**src/rtl/dma_controller.sv**
```systemverilog
`timescale 1ns/1ps
// Purpose : block DMA engine that copies 4-word blocks from an external device into memory at base+offset.
// Latency : BR one cycle after cmd_valid; LOAD one cycle after BG; each block takes 1 LOAD + (mem latency + 1) WRITE cycles.
// Backpressure: WRITE holds mem_write/mem_addr/mem_data until mem_ready; losing BG in LOAD/WRITE re-requests the bus and repeats the block.
//
// Ports:
//   clk, reset_n              - single clock, asynchronous active-low reset
//   cmd_valid/addr/length     - one-cycle CPU command (destination base, length in words)
//   BR / BG                   - bus request to / grant from the CPU
//   offset, ext_data          - word offset to the device and the 4-word block it returns
//   mem_write/addr/data/ready - memory write request and completion handshake
//   busy, dma_end_interrupt   - command in progress; one-cycle completion pulse
module dma_controller #(
    parameter int WORD_SIZE  = 16,
    parameter int BLOCK_SIZE = 64
) (
    input  logic                  clk,
    input  logic                  reset_n,
    input  logic                  cmd_valid,
    input  logic [WORD_SIZE-1:0]  cmd_addr,
    input  logic [WORD_SIZE-1:0]  cmd_length,
    output logic                  BR,
    input  logic                  BG,
    output logic [WORD_SIZE-1:0]  offset,
    input  logic [BLOCK_SIZE-1:0] ext_data,
    output logic                  mem_write,
    output logic [WORD_SIZE-1:0]  mem_addr,
    output logic [BLOCK_SIZE-1:0] mem_data,
    input  logic                  mem_ready,
    output logic                  busy,
    output logic                  dma_end_interrupt
);

    typedef enum logic [2:0] {
        S_IDLE  = 3'd0,
        S_REQ   = 3'd1,
        S_LOAD  = 3'd2,
        S_WRITE = 3'd3,
        S_DONE  = 3'd4
    } state_t;

    state_t                  state_q;
    logic [WORD_SIZE-1:0]    base_q;
    logic [WORD_SIZE-1:0]    blocks_q;
    logic [WORD_SIZE-1:0]    offset_q;
    logic [BLOCK_SIZE-1:0]   data_q;

    // ceil(len/4): whole blocks plus one more if any words are left over.
    // Done without a +3 pre-add so a length near 2^16 cannot overflow.
    logic [WORD_SIZE-1:0]    blocks_init;
    assign blocks_init = (cmd_length >> 2)
                       + {{(WORD_SIZE-1){1'b0}}, |cmd_length[1:0]};

    always_ff @(posedge clk or negedge reset_n) begin
        if (!reset_n) begin
            state_q  <= S_IDLE;
            base_q   <= '0;
            blocks_q <= '0;
            offset_q <= '0;
            data_q   <= '0;
        end else begin
            case (state_q)
                S_IDLE: begin
                    if (cmd_valid) begin
                        base_q   <= cmd_addr;
                        blocks_q <= blocks_init;
                        offset_q <= '0;
                        state_q  <= (blocks_init != '0) ? S_REQ : S_DONE;
                    end
                end
                S_REQ: begin
                    if (BG) state_q <= S_LOAD;
                end
                S_LOAD: begin
                    // ext_data is only meaningful while the bus is granted
                    if (!BG) begin
                        state_q <= S_REQ;
                    end else begin
                        data_q  <= ext_data;
                        state_q <= S_WRITE;
                    end
                end
                S_WRITE: begin
                    // A completion that coincides with grant loss still counts;
                    // only the choice of next state (LOAD vs REQ) depends on BG.
                    if (mem_ready) begin
                        if (blocks_q == {{(WORD_SIZE-1){1'b0}}, 1'b1}) begin
                            state_q <= S_DONE;
                        end else begin
                            offset_q <= offset_q + WORD_SIZE'(4);
                            blocks_q <= blocks_q - {{(WORD_SIZE-1){1'b0}}, 1'b1};
                            state_q  <= BG ? S_LOAD : S_REQ;
                        end
                    end else if (!BG) begin
                        state_q <= S_REQ;
                    end
                end
                S_DONE: begin
                    state_q <= S_IDLE;
                end
                default: begin
                    state_q <= S_IDLE;
                end
            endcase
        end
    end

    // Moore outputs decoded from state; the async reset of state_q drops BR at once.
    assign BR                = (state_q == S_REQ) || (state_q == S_LOAD) || (state_q == S_WRITE);
    assign busy              = (state_q != S_IDLE);
    assign dma_end_interrupt = (state_q == S_DONE);
    assign offset            = offset_q;
    assign mem_write         = (state_q == S_WRITE);
    assign mem_addr          = (state_q == S_WRITE) ? (base_q + offset_q) : '0;
    assign mem_data          = (state_q == S_WRITE) ? data_q : '0;

endmodule

```
**config.mk**
```make
export PLATFORM = sky130hd
export DESIGN_NAME = dma_controller
export DESIGN_NICKNAME = d
export VERILOG_FILES = /design/src/rtl/dma_controller.sv
export SDC_FILE = /design/constraint.sdc
export NUM_CORES = 1
export LEC_CHECK = 0
export BUFFER_PORTS_ARGS = -buffer_cell sky130_fd_sc_hd__buf_2
export CAP_MARGIN = 5
export CORE_MARGIN = 4
export CORE_UTILIZATION = 52
export CTS_CLUSTER_DIAMETER = 200
export CTS_CLUSTER_SIZE = 24
export DETAILED_ROUTE_END_ITERATION = 8
export HOLD_SLACK_MARGIN = 0.02
export PLACE_DENSITY = 0.83
export SLEW_MARGIN = 25
export SYNTH_ARGS = -nofsm -noshare
export SYNTH_HDL_FRONTEND = slang
export SYNTH_SLANG_ARGS = --single-unit
```
**constraint.sdc**
```tcl
create_clock -name clk -period 2.4 [get_ports clk]
set_input_delay 0.12 -clock clk [delete_from_list [all_inputs] [get_ports clk]]
set_output_delay 0.12 -clock clk [all_outputs]
set_load 0.02 [all_outputs]
```
=== After elaboration in Yosys (flattened, before gate mapping) ===
Index checks and enable logic that the tools add are counted.

* Multiplexer cells: 19
* $add $sub $neg: 4
* Reductions and logical operators: 11
* Equal/unequal tests: 10

{| class="wikitable"
|+ Operators by type and width
! operator !! count
|-
| two-way mux 16 bit || 7
|-
| two-way mux 64 bit || 1
|-
| case mux 16 bit (2 select lines) || 2
|-
| two-way mux 3 bit || 6
|-
| adder 16 bit || 1
|-
| adder 16 x 3 -> 16 bit, second input constant || 1
|-
| == test 16 x 1 -> 1 bit, second input constant || 1
|-
| nonzero test 16 bit || 1
|-
| subtractor 16 x 1 -> 16 bit, second input constant || 1
|-
| adder 14 x 1 -> 15 bit || 1
|-
| case mux 3 bit (4 select lines) || 1
|-
| == test 3 x 2 -> 1 bit, second input constant || 2
|-
| != test 2 bit, second input constant || 3
|-
| two-way mux 2 bit || 2
|-
| AND reduction 2 bit || 2
|-
| AND reduction 4 bit || 1
|-
| == test 3 x 1 -> 1 bit, second input constant || 1
|-
| == test 3 bit, second input constant || 1
|-
| logical NOT 3 bit || 1
|-
| != test 3 x 2 -> 1 bit, second input constant || 1
|-
| AND reduction 3 bit || 1
|-
| nonzero test 3 bit || 1
|-
| logical OR 1 bit || 2
|-
| != test 2 x 1 -> 1 bit, second input constant || 1
|-
| 2 further kinds || 2
|}

* Word-level logic and storage cells: 49
* Bits of input ports: 101
* Register bits: 115
* Output and inout bits: 100

=== Depth between registers and ports, before layout ===
* Word-level depth: 6
* Gate-level depth with buffers: 10

=== Worst setup path before layout ===
OpenSTA, ideal clock, no wires.

* Path kind: register -> output
* Start point: register offset_q[3] (netlist: offset[3])
* End point: output port mem_addr[15]
* Data required time: 2280 ps
* Data arrival time: 2368 ps
* Stages on the path, launching flop included: 8
* Path buffers: 0
* Path slack: -88 ps
* Path through: dfrtp_1 -> ha_1 -> a21oi_1 -> o211ai_1 -> a32oi_1 -> a21oi_1 -> or3_1 -> a21oi_1

* Longest elaborated chain between the ends: 2

{| class="wikitable"
|+ Ends and longest elaborated chain
! what !! RTL line !! RTL
|-
| start: declaration || 45 || <nowiki>logic [WORD_SIZE-1:0] offset_q;</nowiki>
|-
| start signal: assignment || 90 || <nowiki>offset_q <= offset_q + WORD_SIZE'(4);</nowiki>
|-
| adder 16 bit || 114 || <nowiki>assign mem_addr = (state_q == S_WRITE) ? (base_q + offset_q) : '0;</nowiki>
|-
| two-way mux 16 bit || 114 ||
|-
| end: declaration || 27 || <nowiki>output logic [WORD_SIZE-1:0] mem_addr,</nowiki>
|}

No other way between the ends.

=== Final worst setup path ===
* Start point: register offset_q[3] (netlist: offset[3])
* End point: output port mem_addr[13]

The elaborated chain is that of the path after synthesis.

==> metrics.md <==
| Metric | Value |
|---|---|
| Status | finished with violations |
| Violated checks | setup timing |
| Clk slew on worst S/H paths | 0.05 ns |
| Sequential area share after synthesis | 0.441 |
| Predominant post-synthesis flop cell | dfrtp_1 |
| Fraction of registers with async set/reset | 1.00 |
| DP Area | 7600 sq um |
| Hold WC Path Type | in -> reg |
| Via count | 6,155 |
| Leading area contributor after synthesis | dfrtp_1 |
| Design Power | 9720 uW |
| Drt via density | 5.46 |
| Worst setup EP type | output pin |
| Area taken by flip-flops and latches | 2830 sq um |
| YS warnings | 0 |
| Power per Cell Area | 1050 nW/um^2 |
| Core Box Area | 12,100 sq um |
| Max-slew violation count | 0 |
| DRC | 0 |
| TritonCTS Buffers | 17 |
| Cell Rows | 40 |
| Worst-Margin Slew | 0.612 ns |
| Cells after Synth | 655 |
| Wire per inst | 17.9 microns |
| Post-Synthesis Cell Area | 6410 sq um |
| Commonest cells post-synth | 113 x dfrtp_1, 78 x nand2_1, 69 x and2_1, 60 x mux2_2, 38 x nor2_1 |
| Initial drt markers | 421 |
| RSZ-0062 raised after global routing | true |
| Die width | 119 microns |
| Worst Slack Setup Final | -0.156 ns |
| Io pins | 201 |
| Clock root cell | clkbuf_16 |
| Max Buffers Root-to-Sink | 2 |
| Footprint of the multi-input gates | 3520 sq um |
| Count of final setup violators | 7 |
| Lkg Pwr | 0.00442 uW |
| WP data arrival | 2.44 ns |
| Worst slew margin | 0.588 |
| CTS H-Tree Depth | 4 |
| Period Utilization, post-route | 1.06 |
| Routed WL | 20,200 microns |
| Die area | 14,200 sq um |
| Post-synthesis register bit count | 113 |
| Layout cell share with drive strength beyond 1 | 0.383 |
| Clk sink count | 113 |
| Top cells by area, synth | dfrtp_1 44%, mux2_2 11%, and2_1 6.7% |
| Routed Antenna Nets | 0 |
| First-pass GRT wire length | 32,200 microns |
| Port Buf Inserts | 198 |
| Upper clock frequency limit | 0.391 GHz |
| Initial Util | 0.531 |
| Max-cap violations | 0 |
| Syn avg cell area | 9.79 sq um |
| CP required | 2.28 ns |
| Post-synth EDFFs | 0 |
| Kind of critical path | reg -> out |
| Tot GR Track Use | 0.286 |
| GPL Wtd Cong | 0.862 |
| Crit start category | flip-flop |
| CTS tree | built |
| Post-DP HPWL | 11,600 microns |
| Largest net degree at the start of global routing | 88 |
| Post-route cell area | 9300 sq um |
| Antenna violations before repair | 0 |
| Net count, final | 1,064 |
| Crit-path max FO | 3 |
| Vias in the first global route | 6,327 |
| Layout area overhead | 45.1% |
| Final Skew | 0.00958 ns |
| Period minus WS final | 2.56 ns |
| Grt total ovfl | 0 |
| First drt pass iteration count | 5 |
| Worst-Skew Late Latency | 0.42 ns |
| Area share of the largest cell type after synthesis | 0.441 |
| Dpl ws | -0.0409 ns |
| Fill count | 710 |
| Top-count cell post-synth | dfrtp_1 |
| VDD IR max | 0.763 mV |
| Distinct cell type count after synthesis | 61 |
| Chip Height | 119 microns |
| Final hold vios | 0 |
[worst paths after layout]
path	from	to	slack, ns	cells after the start
min reg2reg	base_q[1]	base_q[1]	0.47	2
max in group asynchronous	reset_n	state_q[1]	1.43	3
min	BG	state_q[1]	0.08	3
max	offset[3]	mem_addr[13]	-0.16	9
max reg2reg	blocks_q[1]	blocks_q[5]	0.20	8
min in group asynchronous	reset_n	base_q[14]	0.27	2
[final cells by class]
type | instances | share of cell area
repair buffers | 312 | 0.226
multi-input cells | 486 | 0.379
clock buffers | 21 | 0.0506
flip-flops and latches | 113 | 0.304
inverters | 15 | 0.00632
well taps | 168 | 0.0226
clock inverters | 11 | 0.0116
diodes | 1 | 0.000269
[per-stage QoR]
step / hold WS, ns / cells / TNS, ns / util
after floorplan: -0.176 / 656 / 0 / -
after global placement: 0.171 / 1000 / 0 / 0.630
after detailed placement: 0.162 / 1000 / -0.0409 / 0.630
after CTS: 0.0618 / 1121 / -0.498 / 0.760
after global routing: 0.0981 / 1126 / -1.65 / 0.771
final: 0.0832 / 1127 / -0.744 / 0.771
[critical path: stages (launching register included)]
cell and delay (ns):
dfrtp_1 0.42, ha_4 0.27, a21oi_4 0.13, o211ai_1 0.18, a32oi_2 0.28, buf_4 0.17, a21boi_2 0.07, o21a_1 0.21
nor3_2 0.14, buf_4 0.16
[repair_timing]
action | CTS | global route
gates cloned | 0 | 1
endpoints found under the hold margin | 123 | 0
pin swaps | 14 | 16
buffers inserted | 8 | 7
setup endpoints to repair | 8 | 83
resized for setup | 22 | 21
hold buffers | 81 | 0
[layout by cell type, fill, tap and decap left out, types with 5 or more instances in the layout]
cell type | netlist | layout
buf_2 | 12 | 190
dfrtp_1 | 113 | 113
dlygate4sd3_1 | 0 | 81
nand2_1 | 78 | 77
and2_1 | 69 | 69
mux2_2 | 60 | 60
nor2_1 | 38 | 38
buf_4 | 5 | 37
o21ai_0 | 23 | 22
xnor2_1 | 24 | 22
nor3_1 | 21 | 20
nand3_1 | 20 | 19
a21oi_1 | 26 | 17
clkbuf_16 | 0 | 17
inv_1 | 14 | 13
xor2_1 | 12 | 12
ha_1 | 18 | 9
a211oi_1 | 8 | 8
a21oi_2 | 1 | 7
nor4_1 | 7 | 7
ha_4 | 0 | 6
or3_1 | 5 | 5
clkinvlp_4 | 0 | 5
[where the power goes]
| part | switching (uW) | internal (uW) |
|---|---|---|
| Clock | 937 | 1510 |
| Combinational | 2160 | 1780 |
| Sequential | 608 | 2740 |
| Total | 3700 | 6020 |
[flip-flops by register name, indices dropped and copies added, names as in the netlist]
| register | cells |
|---|---|
| blocks_q | 16 |
| data_q | 64 |
| offset | 14 |
| state_q | 3 |
| base_q | 16 |
[per-layer routing]
metal,up-vias,GRT usage,share of wire
met5,-,0,0
met4,0,0.116,0.031
met3,60,0.0916,0.078
met2,303,0.494,0.51
met1,2931,0.328,0.38
li1,2861,-,-
[kinds of logic (layout without fill, tap and decap cells)]
kind of cell | count (synthesis) | count (layout) | synth area share
buf+inv | 58 | 359 | 0.0418
fa+ha+maj | 18 | 18 | 0.0351
mux | 65 | 65 | 0.114
simple gates | 266 | 267 | 0.218
other cells | 1 | 3 | 0.000585
compound gates | 98 | 98 | 0.0997
flops | 113 | 113 | 0.441
xor+xnor | 36 | 36 | 0.0492
Note: power is estimated with default switching activity, not from simulation.
